<file path="src/rtl/sed_scheduler.sv">
// Sequencer for the SEDAA soft-error-detection primitive: periodic/on-demand CRC
// checks, forced-error self-tests, watchdogs and sticky status for the supervisor.
module sed_scheduler #(
  parameter int unsigned CNT_W    = 32,
  parameter int unsigned START_TO = 64,
  parameter int unsigned RUN_TO   = 32'd100000000,
  parameter int unsigned SETTLE   = 8,
  parameter int unsigned FRC_LEN  = 16
) (
  input  logic             i_clk,
  input  logic             i_rst_n,
  input  logic             i_en,
  input  logic [CNT_W-1:0] i_interval,
  input  logic             i_req,
  input  logic             i_frc_req,
  input  logic             i_err_clr,
  input  logic             i_sederr,
  input  logic             i_seddone,
  input  logic             i_sedinprog,
  output logic             o_sedenable,
  output logic             o_sedstart,
  output logic             o_sedfrcerr,
  output logic             o_busy,
  output logic             o_err_sticky,
  output logic             o_frc_fail,
  output logic             o_timeout,
  output logic             o_irq,
  output logic [15:0]      o_chk_cnt,
  output logic [7:0]       o_err_cnt
);

  typedef enum logic [2:0] {
    S_IDLE, S_WAIT, S_SETTLE, S_START, S_RUN, S_EVAL, S_FORCE, S_ABORT
  } state_t;

  localparam logic [CNT_W-1:0] ONE       = CNT_W'(32'd1);
  localparam logic [CNT_W-1:0] LD_SETTLE = CNT_W'(SETTLE - 32'd1);
  localparam logic [CNT_W-1:0] LD_START  = CNT_W'(START_TO - 32'd1);
  localparam logic [CNT_W-1:0] LD_RUN    = CNT_W'(RUN_TO - 32'd1);
  localparam logic [CNT_W-1:0] LD_FRC    = CNT_W'(FRC_LEN - 32'd1);

  state_t           r_state, w_state_nxt;
  logic [CNT_W-1:0] r_cnt, w_cnt_nxt;
  logic [1:0]       r_err_sync, r_done_sync, r_inprog_sync;
  logic             r_done_d, r_pend_req, r_pend_frc;
  logic             r_sedenable, r_sedstart, r_sedfrcerr, r_busy;
  logic             r_err_sticky, r_frc_fail, r_timeout, r_irq;
  logic [15:0]      r_chk_cnt;
  logic [7:0]       r_err_cnt;
  logic             w_err, w_inprog, w_done_edge, w_cnt_zero, w_pend_arm;
  logic             w_to_set, w_chk_inc, w_err_hit, w_frc_fail, w_frc_pass, w_pend_clr;

  assign w_err       = r_err_sync[1];
  assign w_inprog    = r_inprog_sync[1];
  assign w_done_edge = r_done_sync[1] & ~r_done_d;
  assign w_cnt_zero  = (r_cnt == {CNT_W{1'b0}});
  assign w_pend_arm  = (r_state == S_SETTLE) || (r_state == S_START) || (r_state == S_RUN) ||
                       (r_state == S_EVAL) || (r_state == S_FORCE);

  // Primitive status crosses from the SEDCLKOUT domain through 2-flop synchronizers.
  always_ff @(posedge i_clk or negedge i_rst_n) begin
    if (!i_rst_n) begin
      r_err_sync    <= 2'b00;
      r_done_sync   <= 2'b00;
      r_inprog_sync <= 2'b00;
      r_done_d      <= 1'b0;
    end else begin
      r_err_sync    <= {r_err_sync[0], i_sederr};
      r_done_sync   <= {r_done_sync[0], i_seddone};
      r_inprog_sync <= {r_inprog_sync[0], i_sedinprog};
      r_done_d      <= r_done_sync[1];
    end
  end

  // Next-state logic; one shared counter serves interval, settle, watchdogs and force length.
  always_comb begin
    w_state_nxt = r_state;
    w_cnt_nxt   = r_cnt;
    w_to_set    = 1'b0;
    w_chk_inc   = 1'b0;
    w_err_hit   = 1'b0;
    w_frc_fail  = 1'b0;
    w_frc_pass  = 1'b0;
    w_pend_clr  = 1'b0;
    if (!i_en && (r_state != S_IDLE) && (r_state != S_ABORT)) begin
      w_state_nxt = S_ABORT;
    end else begin
      case (r_state)
        S_IDLE: begin
          if (i_en) begin
            w_state_nxt = S_WAIT;
            w_cnt_nxt   = i_interval;
          end else begin
            w_state_nxt = S_IDLE;
          end
        end
        S_WAIT: begin
          if (r_pend_frc || i_frc_req) begin
            w_state_nxt = S_FORCE;
            w_cnt_nxt   = LD_FRC;
            w_pend_clr  = 1'b1;
          end else if (r_pend_req || i_req || w_cnt_zero) begin
            w_state_nxt = S_SETTLE;
            w_cnt_nxt   = LD_SETTLE;
            w_pend_clr  = 1'b1;
          end else begin
            w_cnt_nxt = r_cnt - ONE;
          end
        end
        S_SETTLE: begin
          if (w_cnt_zero) begin
            w_state_nxt = S_START;
            w_cnt_nxt   = LD_START;
          end else begin
            w_cnt_nxt = r_cnt - ONE;
          end
        end
        S_START: begin
          if (w_inprog) begin
            w_state_nxt = S_RUN;
            w_cnt_nxt   = LD_RUN;
          end else if (w_cnt_zero) begin
            w_state_nxt = S_ABORT;
            w_to_set    = 1'b1;
          end else begin
            w_cnt_nxt = r_cnt - ONE;
          end
        end
        S_RUN: begin
          if (w_done_edge) begin
            w_state_nxt = S_EVAL;
            w_chk_inc   = 1'b1;
            w_err_hit   = w_err;
          end else if (w_cnt_zero) begin
            w_state_nxt = S_ABORT;
            w_to_set    = 1'b1;
          end else begin
            w_cnt_nxt = r_cnt - ONE;
          end
        end
        S_EVAL: begin
          w_state_nxt = S_WAIT;
          w_cnt_nxt   = i_interval;
        end
        S_FORCE: begin
          if (w_cnt_zero) begin
            w_state_nxt = S_WAIT;
            w_cnt_nxt   = i_interval;
            w_frc_pass  = w_err;
            w_frc_fail  = ~w_err;
          end else begin
            w_cnt_nxt = r_cnt - ONE;
          end
        end
        S_ABORT: begin
          if (i_en) begin
            w_state_nxt = S_WAIT;
            w_cnt_nxt   = i_interval;
          end else begin
            w_state_nxt = S_IDLE;
          end
        end
        default: begin
          w_state_nxt = S_IDLE;
        end
      endcase
    end
  end

  // State, counter, pending request and primitive drives (decoded from the next state).
  always_ff @(posedge i_clk or negedge i_rst_n) begin
    if (!i_rst_n) begin
      r_state     <= S_IDLE;
      r_cnt       <= {CNT_W{1'b0}};
      r_pend_req  <= 1'b0;
      r_pend_frc  <= 1'b0;
      r_sedenable <= 1'b0;
      r_sedstart  <= 1'b0;
      r_sedfrcerr <= 1'b0;
      r_busy      <= 1'b0;
    end else begin
      r_state     <= w_state_nxt;
      r_cnt       <= w_cnt_nxt;
      r_sedenable <= (w_state_nxt == S_SETTLE) || (w_state_nxt == S_START) ||
                     (w_state_nxt == S_RUN) || (w_state_nxt == S_FORCE);
      r_sedstart  <= (w_state_nxt == S_START);
      r_sedfrcerr <= (w_state_nxt == S_FORCE);
      r_busy      <= (w_state_nxt != S_IDLE) && (w_state_nxt != S_WAIT);
      if (w_pend_clr || (r_state == S_ABORT)) begin
        r_pend_req <= 1'b0;
        r_pend_frc <= 1'b0;
      end else if (w_pend_arm) begin
        if (i_frc_req) r_pend_frc <= 1'b1;
        if (i_req)     r_pend_req <= 1'b1;
      end
    end
  end

  // Sticky flags and counters; a new set beats a coincident clear.
  always_ff @(posedge i_clk or negedge i_rst_n) begin
    if (!i_rst_n) begin
      r_err_sticky <= 1'b0;
      r_frc_fail   <= 1'b0;
      r_timeout    <= 1'b0;
      r_irq        <= 1'b0;
      r_chk_cnt    <= 16'd0;
      r_err_cnt    <= 8'd0;
    end else begin
      r_irq <= w_err_hit | w_frc_fail | w_to_set;
      if (w_err_hit)      r_err_sticky <= 1'b1;
      else if (i_err_clr) r_err_sticky <= 1'b0;
      if (w_frc_fail)                   r_frc_fail <= 1'b1;
      else if (i_err_clr || w_frc_pass) r_frc_fail <= 1'b0;
      if (w_to_set)       r_timeout <= 1'b1;
      else if (i_err_clr) r_timeout <= 1'b0;
      if (w_chk_inc) r_chk_cnt <= r_chk_cnt + 16'd1;
      if (w_err_hit && (r_err_cnt != 8'hFF)) r_err_cnt <= r_err_cnt + 8'd1;
    end
  end

  assign o_sedenable  = r_sedenable;
  assign o_sedstart   = r_sedstart;
  assign o_sedfrcerr  = r_sedfrcerr;
  assign o_busy       = r_busy;
  assign o_err_sticky = r_err_sticky;
  assign o_frc_fail   = r_frc_fail;
  assign o_timeout    = r_timeout;
  assign o_irq        = r_irq;
  assign o_chk_cnt    = r_chk_cnt;
  assign o_err_cnt    = r_err_cnt;

endmodule

</file>
<file path="config.mk">
export PLATFORM = sky130hd
export DESIGN_NAME = sed_scheduler
export DESIGN_NICKNAME = d
export VERILOG_FILES = /design/src/rtl/sed_scheduler.sv
export SDC_FILE = /design/constraint.sdc
export NUM_CORES = 1
export LEC_CHECK = 0
export CORE_ASPECT_RATIO = 1.25
export CORE_MARGIN = 2
export CORE_UTILIZATION = 58
export CTS_BUF_LIST = sky130_fd_sc_hd__clkbuf_16
export DETAILED_ROUTE_END_ITERATION = 8
export PLACE_DENSITY = 0.86
export SLEW_MARGIN = 40
export SYNTH_ARGS = -nofsm -noshare
export SYNTH_HDL_FRONTEND = slang
export SYNTH_SLANG_ARGS = --single-unit
export TNS_END_PERCENT = 100
</file>
<file path="constraint.sdc">
create_clock -name i_clk -period 8.9 [get_ports i_clk]
set_input_delay 1.335 -clock i_clk [delete_from_list [all_inputs] [get_ports i_clk]]
set_output_delay 1.335 -clock i_clk [all_outputs]
set_load 0.01 [all_outputs]
</file>
After elaboration in Yosys (flattened, before gate mapping)
Cells that the tools add are included.

Bits in registers: 76. Input port bits: 41. Logic and storage cells: 125.

$add $sub $neg: 3. Equality and inequality tests: 16. Mux-type cells: 51. Bitwise gates (word level): 6. Reductions and logical operators: 31.

Operator list (number): $mux W32 (8); $pmux W32 S7 (1); $logic_not A32 Y1 (1); $mux W1 (32); $sub A32 B1 Y32 const B (1); $mux W3 (8); $pmux W3 S7 (1); $eq A3 B3 Y1 const B (6); $add A16 B1 Y16 const B (1); $eq A3 B2 Y1 const B (4); $logic_or A1 B1 Y1 (12); $reduce_bool A2 Y1 (6); $add A8 B1 Y8 const B (1); $ne A8 B8 Y1 const B (1); $reduce_bool A3 Y1 (2); $logic_and A1 B1 Y1 (4); $reduce_and A2 Y1 (2); $eq A3 B1 Y1 const B (1); $logic_not A3 Y1 (1); $ne A3 B1 Y1 const B (1); $ne A3 B3 Y1 const B (1); $not A1 Y1 (3); $reduce_and A3 Y1 (1); $ne A2 B1 Y1 const B (1); 6 further kinds (7).

Logic depth before layout (Yosys ltp)
Gate-level depths: netlist of the first run.

Depth after elaboration: 10. Mapped depth: 14. Depth with buffers taken out: 13.

Worst setup path after synthesis of the first run
OpenSTA, ideal clock, no wires.

Path type: input port to flip-flop. Start point: input port i_req. End point: register r_cnt[31]. Arrival: 2.804 ns. Slack: 6.030 ns. Stages on the path: 7. Path buffers: 0. Path through: nor4_1 > a31oi_1 > o22a_1 > nor2_1 > nand2_1 > nor4_1 > a221o_1.

Word-level cells in the longest chain between the ends: 5.

Ends and longest elaborated chain: start, declared (line 14) `input logic i_req,`; $logic_or A1 B1 Y1 (2 in a row) (line 102) `end else if (r_pend_req || i_req || w_cnt_zero) begin`; $mux W32 (line 102); $mux W32 (line 98) `if (r_pend_frc || i_frc_req) begin`; $pmux W32 S7 (line 88) `case (r_state)`; end signal, assigned (line 174) `r_cnt <= {CNT_W{1'b0}};`; end signal, assigned (line 183) `r_cnt <= w_cnt_nxt;`; end, declared (line 43) `logic [CNT_W-1:0] r_cnt, w_cnt_nxt;`.

No other way between the ends. A chain may end at the register's enable or synchronous reset.

Worst setup path in the final report of the first run
Start point: register r_cnt[0]. End point: register r_cnt[0].

Word-level cells in the longest chain between the ends: 5.

Ends and longest elaborated chain (line): parallel branches: the longest is 4 deep, another holds $sub A32 B1 Y32; $pmux W32 S7 * (88).

Every way passes the cells marked *. The select of a mux whose other input is x is not followed.

==> summary.md, run 1 <==
| Metric | Value |
|---|---|
| Run status | completed |
| Post-CTS setup buffer count | 0 |
| I/O pin count | between 70 and 80 |
| Total iterations of the first detailed-routing run | 6 |
| CTS clk-pin slew, worst paths | around 60 ps |
| Seq/Total Area, Yosys | 42.2% |
| Total count of max-transition violations in the final report | 0 |
| Via-per-instance ratio | 6.48 |
| DRC violations left | 0 |
| Cell variety after synth | 70 |
| Static Leak | 2.29 nW |
| Top library cells by usage in the layout, fill and taps aside | 75 x sky130_fd_sc_hd__dfrtp_1, 71 x sky130_fd_sc_hd__clkdlybuf4s50_1, 60 x sky130_fd_sc_hd__nand2_1 |
| Final core utilization | between 70% and 80% |
| Die width | approximately 83 um |
| Share of the synthesized area in compound gates (AO/OA/AOI/OAI) | 22.7% |
| Remaining number of nets flagged by the antenna check after routing | 0 |
| Cell area reported after detailed placement | approximately 5300 um2 |
| Time the final worst path needs with I/O delays and setup | 3810 ps |
| Via count of the first global-routing pass | ~4300 |
| Mean Syn Cell Area | 8.95 um2 |
| Routability-driven placement congestion ratio | 0.905 |
| Die Y | 103 um |
| Number of max-capacitance violations reported | 0 |
| Max-slew headroom | about half |
| Number of enable flip-flop cells after synthesis | 0 |
| Final setup skew | roughly 9.3 ps |
| Leading cell type in the layout, fill and taps excluded | sky130_fd_sc_hd__dfrtp_1 |
| Mux contribution to synthesized area | less than 1% |
| Total number of yosys warnings | 0 |
| Maximum number of pins on one net before global-route repair | 77 |
| Total power | 0.00173 W |
| Unrepaired setup endpoints after global routing | false |
| Post-layout instance area | ~5600 um2 |
| Worst hold path type | flop to flop |
| Net total in the final layout | ~600 |
| Endpoint kind of the worst setup timing path | flop |
| WP data arrival | roughly 4000 ps |
| Capture point of the worst path | r_cnt[0] |
| Number of storage elements in the synthesis netlist | 76 |
| ANT cells | 0 |
| Drt wl/cell | around 19 um |
| CTS max path bufs | 2 |
| Overall fraction of global-route tracks in use | roughly 30% |
| Slew at the pin closest to its max-slew limit | between 700 and 800 ps |
| Launching point of the worst reg2reg path | r_cnt[0] |
| Clock latency of the later-clocked register in the worst-skew pair | 340 ps |
| Startpoint-to-endpoint class of the critical path | flop to flop |
| Total power per unit cell area | a little over 300 nW/um2 |
| Proportion of synthesized flip-flops having asynchronous set or reset | 100% |
| Number of antenna violations at the first check in global routing | 0 |
| Routed vias | approximately 4300 |
| Most used flip-flop cell after synthesis | sky130_fd_sc_hd__dfrtp_1 |
| Global-route congestion overflow total | 0 |
| Share of cells above drive strength 1 | 8.87% |
| Wire length of the first global-routing pass | ~20000 um |
| Synth Net Count | approximately 550 |
| Mapped cell area | about 4500 um2 |
| Synthesized netlist cell count | 504 |
| Wire length reported by the detailed router | around 12000 um |
| Cell at the root of the clock tree | sky130_fd_sc_hd__clkbuf_16 |
| Total count of hold-check failures in the final report | 0 |
| Synthesis-to-layout area growth | 24.2% |
| Data required, critical path | a little over 9000 ps |
| Filler instances | 556 |
| Max frequency | around 260 MHz |
| Hold-fix buffer count after cts | 0 |
| Logic depth of the worst register-to-register path | 13 |
| Post-detail-place hpwl | between 8000 and 9000 um |
| Count of cells resized by post-cts repair | 0 |
| Top fanout value on the critical path | 16 |
| Worst ir drop on vdd | 0.000186 V |
| Maximum level of the CTS H-tree | 3 |
| TNS Setup | 0 ps |
| Post-synthesis adder-cell area fraction | 1.66% |
| Worst setup SP type | flop |
| Area of the die | between 8000 and 9000 um2 |
| Clock tree from TritonCTS | yes |
| Share of the clock period used by the worst path after layout | 42.8% |
| Starting Density | between 60 and 70% |
| Port Buffers | a little over 70 |
| Synth Area in XOR/XNOR | 5.63% |
| Critical Path Source | r_cnt[0] |
| Number of buffers created by CTS | 9 |
| End of the worst register-to-register path | r_cnt[0] |
| R2R setup slack | about 5100 ps |
| Endpoints failing setup | 0 |
| Number of DRC markers in iteration 0 | 344 |
| Area share of and/or/nand/nor cells after synthesis | a little under a quarter |
| CORE AREA | 7440 um2 |
| Dominant combinational cell family by area after synthesis | simple AND/OR/NAND/NOR gates |
| # clock sinks | 76 |
| Count of standard-cell rows | 35 |
[where the power goes]
| group | internal (W) | switching (W) | total [W] |
|---|---|---|---|
| clock | 0.000273 | 0.000145 | 0.000418 |
| sequential | 0.000446 | 0.000138 | 0.000584 |
| combinational | 0.000301 | 0.000424 | 0.000725 |
| total | 0.00102 | 0.000707 | 0.00173 |
[synthesized netlist by cell type (2+ instances only)]
cell                        count  area [um2]
sky130_fd_sc_hd__nor2b_1        5        31.3
sky130_fd_sc_hd__a221oi_2       2        30.0
sky130_fd_sc_hd__or3_2          2        15.0
sky130_fd_sc_hd__o21a_1         9        67.6
sky130_fd_sc_hd__buf_6          6        67.6
sky130_fd_sc_hd__a31oi_1        5        31.3
sky130_fd_sc_hd__dfrtp_1       76        1900
sky130_fd_sc_hd__and3_1         8        50.1
sky130_fd_sc_hd__nand2_1       60         225
sky130_fd_sc_hd__inv_1          9        33.8
sky130_fd_sc_hd__a22oi_1        4        30.0
sky130_fd_sc_hd__clkbuf_1      12        45.0
sky130_fd_sc_hd__a221oi_1       9        78.8
sky130_fd_sc_hd__a32oi_1        6        52.6
sky130_fd_sc_hd__o22ai_1        5        31.3
sky130_fd_sc_hd__xnor2_1       17         149
sky130_fd_sc_hd__mux2_2         2        22.5
sky130_fd_sc_hd__ha_1           6        75.1
sky130_fd_sc_hd__buf_2          4        20.0
sky130_fd_sc_hd__xor2_1        12         105
sky130_fd_sc_hd__nand2b_1       5        31.3
sky130_fd_sc_hd__or3_1          2        12.5
sky130_fd_sc_hd__o21ai_0       45         225
sky130_fd_sc_hd__nor4_1        12        75.1
sky130_fd_sc_hd__a21o_1         2        15.0
sky130_fd_sc_hd__and4_1         2        17.5
sky130_fd_sc_hd__o31ai_1        2        15.0
sky130_fd_sc_hd__o2bb2ai_1      2        17.5
sky130_fd_sc_hd__nand3_1       14        70.1
sky130_fd_sc_hd__o211ai_1       4        30.0
sky130_fd_sc_hd__nor2_1        48         180
sky130_fd_sc_hd__nor3b_1        3        22.5
sky130_fd_sc_hd__a221o_1        3        30.0
sky130_fd_sc_hd__a211oi_1       4        30.0
sky130_fd_sc_hd__o311ai_0       2        17.5
sky130_fd_sc_hd__nand4_1        9        56.3
sky130_fd_sc_hd__and2_1         6        37.5
sky130_fd_sc_hd__or2_2          2        12.5
sky130_fd_sc_hd__nor4_2         2        25.0
sky130_fd_sc_hd__nor3_1        15        75.1
sky130_fd_sc_hd__a21oi_1       32         160
[routing by layer]
layer	global-route usage, %	vias up	part of all wire, %
met3	5.60	36	7.8
met1	35.8	2057	38
met5	0	-	0
li1	-	1981	-
met2	51.8	245	51
met4	15.9	0	3.2
[how the worst min path moves through the flow]
stage,start,end,slack (ps),depth (start not counted)
2_1_floorplan,r_done_sync[0],r_done_sync[1],330,0
3_3_place_gp,r_done_sync[0],r_done_sync[1],330,0
3_5_place_dp,r_err_sync[0],r_err_sync[1],330,0
4_1_cts,r_err_sync[0],r_err_sync[1],350,0
5_1_grt,r_done_sync[0],r_done_sync[1],350,0
6_report,r_err_sync[0],r_err_sync[1],350,0
[per-stage QoR]
stage                     worst slack [ps]  hold slack [ps]  cells
after CTS                             5190              347    667
after floorplan                       6030              331    504
after global placement                5180              333    651
after detailed placement              5130              335    651
after global routing                  4770              352    667
final                                 5090              345    667
[sequential cells by signal, indices dropped and copies added (netlist names)]
signal / count
o_sedstart: 1
o_err_cnt: 8
r_pend_req: 1
o_chk_cnt: 16
o_busy: 1
o_sedenable: 1
o_irq: 1
r_state: 3
r_done_d: 1
o_sedfrcerr: 1
o_timeout: 1
o_err_sticky: 1
r_inprog_sync: 2
o_frc_fail: 1
r_pend_frc: 1
r_done_sync: 2
r_err_sync: 2
r_cnt: 32
[area by class of cell]
type	instances	area, um2	area share, %
Clock buffer	9	225	4.02
Inverter	11	41.3	0.737
Clock inverter	7	115	2.06
Sequential cell	76	1900	34.0
Tap cell	92	115	2.06
Timing Repair Buffer	78	767	13.7
Multi-Input combinational cell	394	2430	43.5
[worst max-delay path, stage by stage, from the launching register on]
cell and delay [ps]:
sky130_fd_sc_hd__dfrtp_1 470, sky130_fd_sc_hd__inv_1 100, sky130_fd_sc_hd__ha_1 190, sky130_fd_sc_hd__nor3b_2 520, sky130_fd_sc_hd__nand3_2 360, sky130_fd_sc_hd__nor3_4 640, sky130_fd_sc_hd__inv_2 260, sky130_fd_sc_hd__ha_1 350
sky130_fd_sc_hd__nand2_1 70, sky130_fd_sc_hd__o22ai_1 80, sky130_fd_sc_hd__o21ai_0 190, sky130_fd_sc_hd__o311ai_0 200, sky130_fd_sc_hd__a21oi_1 170, sky130_fd_sc_hd__a211oi_1 60
[cell families (layout without fill, tap and decap cells)]
kind of cell,after synthesis,after routing
AND/OR/NAND/NOR,206,206
buffers and inverters,34,105
flip-flops,76,76
multiplexers,2,2
XOR/XNOR,29,29
adder cells (fa/ha/maj),6,6
AO/OA/AOI/OAI,151,151
Note: power is estimated with default switching activity, not from simulation.
==> run 2, diff against run 1 <==
--- a/config.mk
+++ b/config.mk
@@ -7,10 +7,10 @@
 export LEC_CHECK = 0
 export CORE_ASPECT_RATIO = 1.25
 export CORE_MARGIN = 2
-export CORE_UTILIZATION = 58
+export CORE_UTILIZATION = 54
 export CTS_BUF_LIST = sky130_fd_sc_hd__clkbuf_16
 export DETAILED_ROUTE_END_ITERATION = 8
-export PLACE_DENSITY = 0.86
+export PLACE_DENSITY = 0.81
 export SLEW_MARGIN = 40
 export SYNTH_ARGS = -nofsm -noshare
 export SYNTH_HDL_FRONTEND = slang
==> constraint.sdc (replaced) <==
create_clock -name i_clk -period 3.9 [get_ports i_clk]
set_input_delay 0.585 -clock i_clk [delete_from_list [all_inputs] [get_ports i_clk]]
set_output_delay 0.585 -clock i_clk [all_outputs]
set_load 0.01 [all_outputs]
==> run 2 against run 1 <==
Net effect: the flow now finishes with violations (DRC); die area up 7.1%; first-iteration DRC count down 11%; register-to-register slack worse by 4100 ps; non-clock buffer count up 9; critical path type unchanged; combinational power up 140%; routed wire length down 0.80%; clock skew down 1.9 ps; critical path depth down 2.
==> summary.md, run 2 (synthesis results as in run 1) <==
| Metric | Value |
|---|---|
| Global-route congestion overflow total | 0 |
| Die width | 85.7 um |
| Number of placed instances, taps included | approximately 670 |
| Run status | finished with violations |
| Maximum level of the CTS H-tree | 3 |
| Via-per-instance ratio | between 6 and 7 |
| Buf/Inv on CP | 1 |
| Maximum number of pins on one net before global-route repair | between 70 and 80 |
| CORE AREA | approximately 8000 um2 |
| Crit path cell chain | or4_4, or3_4, nor3_4, inv_2, ha_1, nand2_1, o22ai_1, o21ai_0, o311ai_0, a21oi_1, a211oi_1 |
| Final setup skew | 7.36 ps |
| Routability-driven placement congestion ratio | between 0.9 and 1 |
| Filler instances | approximately 630 |
| Worst hold path type | input pin to asynchronous set/reset pin |
| # clock sinks | 76 |
| Startpoint-to-endpoint class of the critical path | flop to flop |
| Post-route worst hold slack | 255 ps |
| Slew at the pin closest to its max-slew limit | 742 ps |
| Post-detail-place hpwl | roughly 8500 um |
| Static Leak | around 2.3 nW |
| Share of the clock period used by the worst path after layout | 73.8% |
| Number of DRC markers in iteration 0 | 307 |
| Wire length of the first global-routing pass | 20300 um |
| Total iterations of the first detailed-routing run | 7 |
| Worst setup SP type | flop |
| Slowest cell on crit path | sky130_fd_sc_hd__or4_4 |
| Post-CTS setup buffer count | 0 |
| Final core utilization | between 60% and 70% |
| Total power per unit cell area | a little over 700 nW/um2 |
| Total count of max-transition violations in the final report | 0 |
| Count of cells resized by post-cts repair | 0 |
| Via count of the first global-routing pass | around 4300 |
| Delay of the slowest cell on the worst path | 590 ps |
| Top library cells by usage in the layout, fill and taps aside | 76 x sky130_fd_sc_hd__dfrtp_1, 71 x sky130_fd_sc_hd__clkdlybuf4s50_1, 60 x sky130_fd_sc_hd__nand2_1 |
| Die Y | ~110 um |
| Endpoints failing setup | 0 |
| Remaining number of nets flagged by the antenna check after routing | 0 |
| Endpoint kind of the worst setup timing path | flop |
| ANT cells | 0 |
| Clock latency of the later-clocked register in the worst-skew pair | around 330 ps |
| Worst ir drop on vdd | 0.000334 V |
| Drt wl/cell | ~18 um |
| Top cell family by delay on the critical path | simple AND/OR/NAND/NOR gates |
| Top reg by flops | r_cnt |
| Number of flip-flops in the largest register | 32 |
| Area of the die | a little over 9000 um2 |
| Leading cell type in the layout, fill and taps excluded | sky130_fd_sc_hd__dfrtp_1 |
| Wire length reported by the detailed router | 12300 um |
| CTS clk-pin slew, worst paths | 60 ps |
| Routed vias | ~4300 |
| Synthesis-to-layout area growth | 25.9% |
| Count of standard-cell rows | 37 |
| WP data arrival | about 3100 ps |
| Failing checks | DRC |
| Top fanout value on the critical path | 11 |
| Max-slew headroom | 50.1% |
| Number of buffers created by CTS | 9 |
| Number of antenna violations at the first check in global routing | 0 |
| Hold-fix buffer count after cts | 0 |
| Max frequency | 347 MHz |
| Net total in the final layout | 626 |
| Unrepaired setup endpoints after global routing | false |
| Non-filler instance count after layout | slightly below 700 |
| DRC violations left | 6 |
| CTS max path bufs | 2 |
| Total count of hold-check failures in the final report | 0 |
| Share of cells above drive strength 1 | roughly a tenth |
| Time the final worst path needs with I/O delays and setup | between 2000 and 3000 ps |
| Number of max-capacitance violations reported | 0 |
| TNS Setup | 0 ps |
| I/O pin count | 73 |
| Cell at the root of the clock tree | sky130_fd_sc_hd__clkbuf_16 |
| Starting Density | approximately 55% |
| Overall fraction of global-route tracks in use | 28.1% |
| Data required, critical path | approximately 4100 ps |
| Clock tree from TritonCTS | yes |
| Port Buffers | 72 |
[run 2: final timing paths]
check	from	to	slack, ps	cells past startpoint
worst max-delay path	r_cnt[24]	r_cnt[0]	1020	11
worst min-delay path	i_rst_n	r_cnt[0]	260	1
worst max register to register	r_cnt[24]	r_cnt[0]	1020	11
worst min register to register	r_err_sync[0]	r_err_sync[1]	350	0
max in group asynchronous	i_rst_n	r_err_sync[0]	3140	1
min in group i_clk	r_err_sync[0]	r_err_sync[1]	350	0
[run 2: worst reg2reg max path, stage by stage, from the launching register on]
cell                       delay, ps
sky130_fd_sc_hd__dfrtp_1         440
sky130_fd_sc_hd__or4_4           600
sky130_fd_sc_hd__or3_4           420
sky130_fd_sc_hd__nor3_4          190
sky130_fd_sc_hd__inv_2           130
sky130_fd_sc_hd__ha_1            320
sky130_fd_sc_hd__nand2_1          50
sky130_fd_sc_hd__o22ai_1         120
sky130_fd_sc_hd__o21ai_0          90
sky130_fd_sc_hd__o311ai_0        100
sky130_fd_sc_hd__a21oi_1          70
sky130_fd_sc_hd__a211oi_1        240
[run 2: per-stage QoR]
step | power [W] | instance area (um2) | worst slack [ps]
after floorplan | 0.00249 | 4510 | 1060
after global placement | 0.00293 | 5330 | 1040
after detailed placement | 0.00299 | 5330 | 966
after CTS | 0.00399 | 5680 | 1030
after global routing | 0.00427 | 5680 | 761
final | 0.00401 | 5680 | 1020
[run 2: cell type report]
| class | instances | area, um2 | share of cell area [%] |
|---|---|---|---|
| multi-input cells | 394 | 2430 | 42.8 |
| flip-flops and latches | 76 | 1900 | 33.5 |
| repair buffers | 87 | 835 | 14.7 |
| clock buffers | 9 | 225 | 3.97 |
| clock inverters | 7 | 123 | 2.16 |
| well taps | 97 | 121 | 2.14 |
| inverters | 11 | 41.3 | 0.727 |
[run 2: where the power goes]
group / leakage [nW] / total (W) / internal [W] / switching [W]
registers: 0.954 / 0.00129 / 0.00102 / 0.000278
logic: 1.22 / 0.00174 / 0.000725 / 0.00102
clock network: 0.173 / 0.000971 / 0.000631 / 0.000341
[run 2: metal layers]
layer	track usage [%]	vias up	part of all wire, %
li1	-	2010	-
met1	34.7	2053	40
met2	45.8	212	49
met3	5.90	45	7.0
met4	15.1	0	4.0
met5	0	-	0
==> run 3, diff against run 2 <==
--- a/config.mk
+++ b/config.mk
@@ -7,10 +7,10 @@
 export LEC_CHECK = 0
 export CORE_ASPECT_RATIO = 1.25
 export CORE_MARGIN = 2
-export CORE_UTILIZATION = 54
+export CORE_UTILIZATION = 49
 export CTS_BUF_LIST = sky130_fd_sc_hd__clkbuf_16
 export DETAILED_ROUTE_END_ITERATION = 8
-export PLACE_DENSITY = 0.81
+export PLACE_DENSITY = 0.77
 export SLEW_MARGIN = 40
 export SYNTH_ARGS = -nofsm -noshare
 export SYNTH_HDL_FRONTEND = slang
==> constraint.sdc (replaced) <==
create_clock -name i_clk -period 2.6 [get_ports i_clk]
set_input_delay 0.39 -clock i_clk [delete_from_list [all_inputs] [get_ports i_clk]]
set_output_delay 0.39 -clock i_clk [all_outputs]
set_load 0.01 [all_outputs]
==> run 3 against run 2 <==
Net effect: the flow now finishes without violations; hold slack worse by 180 ps; die area grew 9.8%; global-route usage is 0.95 points lower; sequential power increased by 46%; sequential cell count unchanged; cell count is 10% higher; clock skew barely moved; count of clock-buffer cells in the layout stayed put; largest power group unchanged; highest routed layer unchanged.
==> summary.md, run 3 (synthesis results as in run 1) <==
| Metric | Value |
|---|---|
| Share of the clock period used by the worst path after layout | 99.7% |
| Cell at the root of the clock tree | sky130_fd_sc_hd__clkbuf_16 |
| Startpoint-to-endpoint class of the critical path | flop to flop |
| Die width | 89.8 um |
| Synthesis-to-layout area growth | 35.2% |
| Number of antenna violations at the first check in global routing | 0 |
| Time the final worst path needs with I/O delays and setup | between 2000 and 3000 ps |
| Delay of the slowest cell on the worst path | about 540 ps |
| Die Y | between 100 and 150 um |
| Hold-fix buffer count after cts | 0 |
| Maximum number of pins on one net before global-route repair | 77 |
| Total count of max-transition violations in the final report | 0 |
| Sequential Power Share | between 20 and 30% |
| Share of cells above drive strength 1 | a little under a fifth |
| Clock latency of the later-clocked register in the worst-skew pair | between 300 and 400 ps |
| Total count of hold-check failures in the final report | 0 |
| Maximum level of the CTS H-tree | 3 |
| Starting Density | 50.0% |
| Switching fraction of total power | approximately 41% |
| Endpoint kind of the worst setup timing path | flop |
| Routed vias | between 4000 and 5000 |
| Data required, critical path | 2820 ps |
| Via-per-instance ratio | 5.88 |
| Run status | completed |
| Crit path cell chain | or4_4, or3_4, nor3_4, inv_2, buf_12, buf_4, a21oi_2, o21ai_1, a221oi_2, nor3_1 |
| Net total in the final layout | between 600 and 700 |
| Cell area reported after detailed placement | roughly 5700 um2 |
| Leading cell type in the layout, fill and taps excluded | sky130_fd_sc_hd__dfrtp_1 |
| Port Buffers | 72 |
| Top cell family by delay on the critical path | simple AND/OR/NAND/NOR gates |
| Number of DRC markers in iteration 0 | around 230 |
| Unrepaired setup endpoints after global routing | true |
| Worst ir drop on vdd | 0.000539 V |
| Count of standard-cell rows | 39 |
| I/O pin count | 73 |
| Slowest cell on crit path | sky130_fd_sc_hd__or4_4 |
| Remaining number of nets flagged by the antenna check after routing | 0 |
| Top library cells by usage in the layout, fill and taps aside | 76 x sky130_fd_sc_hd__dfrtp_1, 71 x sky130_fd_sc_hd__clkdlybuf4s50_1, 59 x sky130_fd_sc_hd__nand2_1 |
| # clock sinks | between 70 and 80 |
| DRC violations left | 0 |
| Final setup skew | slightly above 7 ps |
| Buf/Inv on CP | 3 |
| Number of placed instances, taps included | 729 |
| Area of the die | 9990 um2 |
| Power dissipated by switching net loads | roughly 0.0026 W |
| Wire length of the first global-routing pass | approximately 22000 um |
| Drt wl/cell | 17.6 um |
| Worst hold path type | input pin to asynchronous set/reset pin |
| Cell-internal power | 0.00376 W |
| Routability-driven placement congestion ratio | 0.987 |
| Post-detail-place hpwl | roughly 9600 um |
| Top reg by flops | r_cnt |
| CTS clk-pin slew, worst paths | ~60 ps |
| CTS max path bufs | 2 |
| TNS Setup | 0 ps |
| Filler instances | 741 |
| Slew at the pin closest to its max-slew limit | around 700 ps |
| Post-layout instance area | between 6000 and 7000 um2 |
| Global-route congestion overflow total | 0 |
| Clock tree from TritonCTS | yes |
| Wire length reported by the detailed router | around 13000 um |
| Number of buffers created by CTS | 9 |
| Endpoints failing setup | 0 |
| Combinational share of power | between 40% and 50% |
| Top fanout value on the critical path | 7 |
| Number of max-capacitance violations reported | 0 |
| Total iterations of the first detailed-routing run | 5 |
| ANT cells | 0 |
| Worst setup SP type | flop |
| Non-filler instance count after layout | 750 |
| Via count of the first global-routing pass | between 4000 and 5000 |
| Max frequency | a little under 400 MHz |
| WP data arrival | roughly 2800 ps |
| Clock power share | around a fifth |
| Number of flip-flops in the largest register | 32 |
| Overall fraction of global-route tracks in use | 27.1% |
| Static Leak | ~2.6 nW |
| Total power per unit cell area | 1040 nW/um2 |
| CORE AREA | 9030 um2 |
| Final core utilization | approximately 68% |
| Max-slew headroom | 53.1% |
==> run 3: per-stage QoR <==
stage                     power [W]  worst slack [ps]  hold WS [ps]
after CTS                   0.00620              23.1           113
after global placement      0.00475              96.3           332
after floorplan             0.00377              23.1          94.4
after global routing        0.00675             -95.0           137
after detailed placement    0.00485              42.1           336
final                       0.00633              6.95          76.3
==> run 3: power groups by stage <==
stage | sequential (W) | clock (W) | combinational [W]
2_1_floorplan | 0.00188 | 0 | 0.00188
3_5_place_dp | 0.00188 | 0 | 0.00297
3_3_place_gp | 0.00187 | 0 | 0.00289
6_report | 0.00188 | 0.00133 | 0.00312
5_1_grt | 0.00192 | 0.00141 | 0.00342
4_1_cts | 0.00187 | 0.00135 | 0.00299
==> run 3: what timing repair did <==
action	in CTS	in global routing
setup endpoints to repair	0	9
setup buffers	0	6
endpoints found under the hold margin	0	0
gates resized for setup	0	14
==> run 3: final timing paths <==
check	startpoint	end	slack (ps)	cells past startpoint
worst max-delay path	r_cnt[27]	r_cnt[3]	7	10
worst min-delay path	i_rst_n	r_cnt[30]	80	1
worst max register to register	r_cnt[27]	r_cnt[3]	7	10
worst min register to register	r_done_sync[0]	r_done_sync[1]	350	0
max in group asynchronous	i_rst_n	o_busy	2030	1
min in group i_clk	r_done_sync[0]	r_done_sync[1]	350	0
==> run 3: layer usage <==
layer	share of wire (%)	routed length [um]	global-route usage [%]	vias to the layer above
met2	51	6730	47.6	166
li1	-	-	-	2092
met1	40	5330	31.5	2119
met3	5.9	776	5.57	34
met4	2.7	357	13.3	0
met5	0	0	0	-
==> run 3: cell type report <==
type / count / area, um2 / share of cell area (%)
multi-input cells: 394 / 2510 / 41.2
flip-flops and latches: 76 / 1900 / 31.2
repair buffers: 130 / 1170 / 19.2
clock buffers: 9 / 225 / 3.69
well taps: 123 / 154 / 2.52
clock inverters: 7 / 90.1 / 1.48
inverters: 11 / 41.3 / 0.677
==> RTL change: new RTL, config.mk and constraints of run 3 <==
Add an input register stage for `i_interval`, cleared by the reset; this delays it by one clock. The other inputs are not delayed to match.
--- a/src/rtl/sed_scheduler.sv
+++ b/src/rtl/sed_scheduler.sv
@@ -40,4 +40,14 @@
   localparam logic [CNT_W-1:0] LD_FRC    = CNT_W'(FRC_LEN - 32'd1);
 
+  logic [CNT_W-1:0] i_interval_q;
+
+  always_ff @(posedge i_clk or negedge i_rst_n) begin
+    if (!i_rst_n) begin
+      i_interval_q <= '0;
+    end else begin
+      i_interval_q <= i_interval;
+    end
+  end
+
   state_t           r_state, w_state_nxt;
   logic [CNT_W-1:0] r_cnt, w_cnt_nxt;
@@ -90,5 +100,5 @@
           if (i_en) begin
             w_state_nxt = S_WAIT;
-            w_cnt_nxt   = i_interval;
+            w_cnt_nxt   = i_interval_q;
           end else begin
             w_state_nxt = S_IDLE;
@@ -141,10 +151,10 @@
         S_EVAL: begin
           w_state_nxt = S_WAIT;
-          w_cnt_nxt   = i_interval;
+          w_cnt_nxt   = i_interval_q;
         end
         S_FORCE: begin
           if (w_cnt_zero) begin
             w_state_nxt = S_WAIT;
-            w_cnt_nxt   = i_interval;
+            w_cnt_nxt   = i_interval_q;
             w_frc_pass  = w_err;
             w_frc_fail  = ~w_err;
@@ -156,5 +166,5 @@
           if (i_en) begin
             w_state_nxt = S_WAIT;
-            w_cnt_nxt   = i_interval;
+            w_cnt_nxt   = i_interval_q;
           end else begin
             w_state_nxt = S_IDLE;
Function: changed (a bounded check fails within 4 cycles, from zero or initial values and one cycle with i_rst_n low).
==> RTL change against run 3 <==
First-iteration DRC count grew 130%; largest cell class unchanged; the flow now finishes with violations (negative setup slack); worst setup slack lost 0.13 ns; non-clock buffer count grew 20; synthesized area grew 18%; final area grew 21%; sequential cell count grew 32; hold slack lost 0.070 ns; total power grew 13%; largest power group unchanged; wire length grew 16%; final cell count grew 6.7%; clock skew is essentially flat.
==> RTL change: results (changes against run 3) <==
| Metric | Value |
|---|---|
| Worst-path fanout max | 2 (-5) |
| Largest net degree at the start of global routing | 60 (-22%) |
| Number of global-route vias before repair | 4772 (+3.4%) |
| DRT met1 WL | 6043 um (+13%) |
| Slew margin rel. | 40.39% (-13 points) |
| Iter 0 DRT Violations | 535 (+130%) |
| Synth cell count leaders | 108 x dfrtp_1, 56 x nor2_1, 44 x nand2_1, 22 x nor3_1, 21 x o21ai_0 |
| Reg2Reg Setup Slack | -0.12 ns (-0.13 ns) |
| Drt total wl | 15270 um (+16%) |
| GRT Total Usage | 24.98% (-2.1 points) |
| Max VDD drop | 0.4475 mV (-17%) |
| Setup WS post-layout | -0.1225 ns (-0.1295 ns) |
| Final HPWL DP | 10240 um (+6.1%) |
| GPL Wtd Cong | 0.9183 (-7.0%) |
| Net switching power | 0.002809 W (+9.3%) |
| First-pass GRT wire length | 23430 um (+7.1%) |
| Top cells by area, synth | dfrtp_1 51%, nor2_1 3.9%, nand2_1 3.1% |
| Routed met2 length | 7545 um (+12%) |
| Fillers | 770 (+3.9%) |
| Mapped Nets | 572 (+3.8%) |
| Violated checks | negative setup slack |
| Inst Count DP | 772 (+5.9%) |
| Layout cells sized above 1 | 24.85% (+6.8 points) |
| Met3 WL post-DR | 1144 um (+47%) |
| Mapped Cells | 525 (+4.2%) |
| Hold_ws | 0.006614 ns (-0.06971 ns) |
| Via-per-instance ratio | 6.274 (+6.7%) |
| Outcome | finished with violations |
| Drt wl/cell | 19.09 um (+8.5%) |
| Final Setup Violations | 6 (+6) |
| Final TNS setup | -0.2656 ns (-0.2656 ns) |
| Final #Nets | 711 (+6.3%) |
| Register area share after synthesis | 50.73% (+8.6 points) |
| Critical path arrival | 2.94 ns (+0.13 ns) |
-- RTL change: cell types whose count changed in the layout (fill, tap and decap cells not counted), moves of 5 or more --
cell,delta
o21ai_0,-24
nand2_1,-17
dfrtp_1,+32
a21oi_1,-15
buf_4,+8
buf_6,+9
a221o_1,+9
a221oi_1,-5
a32oi_1,-6
nor3_2,+6
nor2_1,+5
-- RTL change: final cells by class --
cell class              count  share of cell area (%)
multi-input cells         381                   37.67
flip-flops and latches    108                   36.70
repair buffers            150                   18.81
clock buffers               9                   3.059
well taps                 132                   2.243
clock inverters             6                  0.7647
inverters                  14                  0.7477
-- RTL change: power groups by stage --
stage                     logic, W  clock network, W  registers, W
final                      0.00342           0.00132       0.00240
after global routing       0.00365           0.00141       0.00243
after CTS                  0.00293           0.00134       0.00236
after detailed placement   0.00284                 0       0.00238
after global placement     0.00277                 0       0.00237
after floorplan            0.00171                 0       0.00239
-- RTL change: stage by stage --
| stage | cell area, um^2 | util [%] | setup WS (ns) |
|---|---|---|---|
| 2_1_floorplan | 5349 | - | -0.4349 |
| 3_3_place_gp | 6655 | 62.69 | -0.1187 |
| 3_5_place_dp | 6655 | 62.69 | -0.2327 |
| 4_1_cts | 6994 | 65.89 | -0.1157 |
| 5_1_grt | 7363 | 69.37 | -0.2121 |
| 6_report | 7363 | 69.37 | -0.1225 |
-- RTL change: per-layer routing --
| metal | GRT usage [%] | vias up |
|---|---|---|
| met2 | 41.75 | 271 |
| met5 | 0 | - |
| met1 | 31.95 | 2444 |
| met4 | 9.983 | 0 |
| met3 | 5.318 | 55 |
| li1 | - | 2249 |
-- RTL change: timing repair --
| action | 4_1_cts | 5_1_grt |
|---|---|---|
| setup buffers | 1 | 11 |
| gates resized for setup | 13 | 63 |
| pin swaps | 5 | 19 |
| gates cloned | 0 | 2 |
| endpoints found under the setup margin | 36 | 41 |
-- RTL change: cells by family (layout without fill, tap and decap cells) --
family,Yosys count,count (layout),synth area share (%)
and+or+nand+nor,215,216,21.47
adders and majority gates,7,7,1.597
AOI/OAI and AO/OA,130,130,18.37
buffers and inverters,37,179,3.100
DFF,108,108,50.73
muxes,4,4,0.7985
xor gates and xnor gates,24,24,3.946
-- RTL change: worst paths after layout --
check	start	endpoint	cells after the start
max	r_cnt[11]$_DFFE_PN0P_	r_cnt[0]$_DFFE_PN0P_	9
min	i_rst_n	o_chk_cnt[8]$_DFFE_PN0P_	1
max reg2reg	r_cnt[11]$_DFFE_PN0P_	r_cnt[0]$_DFFE_PN0P_	9
min reg2reg	r_done_sync[0]$_DFF_PN0_	r_done_sync[1]$_DFF_PN0_	0
max in group asynchronous	i_rst_n	i_interval_q[29]$_DFF_PN0_	2
min in group i_clk	r_done_sync[0]$_DFF_PN0_	r_done_sync[1]$_DFF_PN0_	0
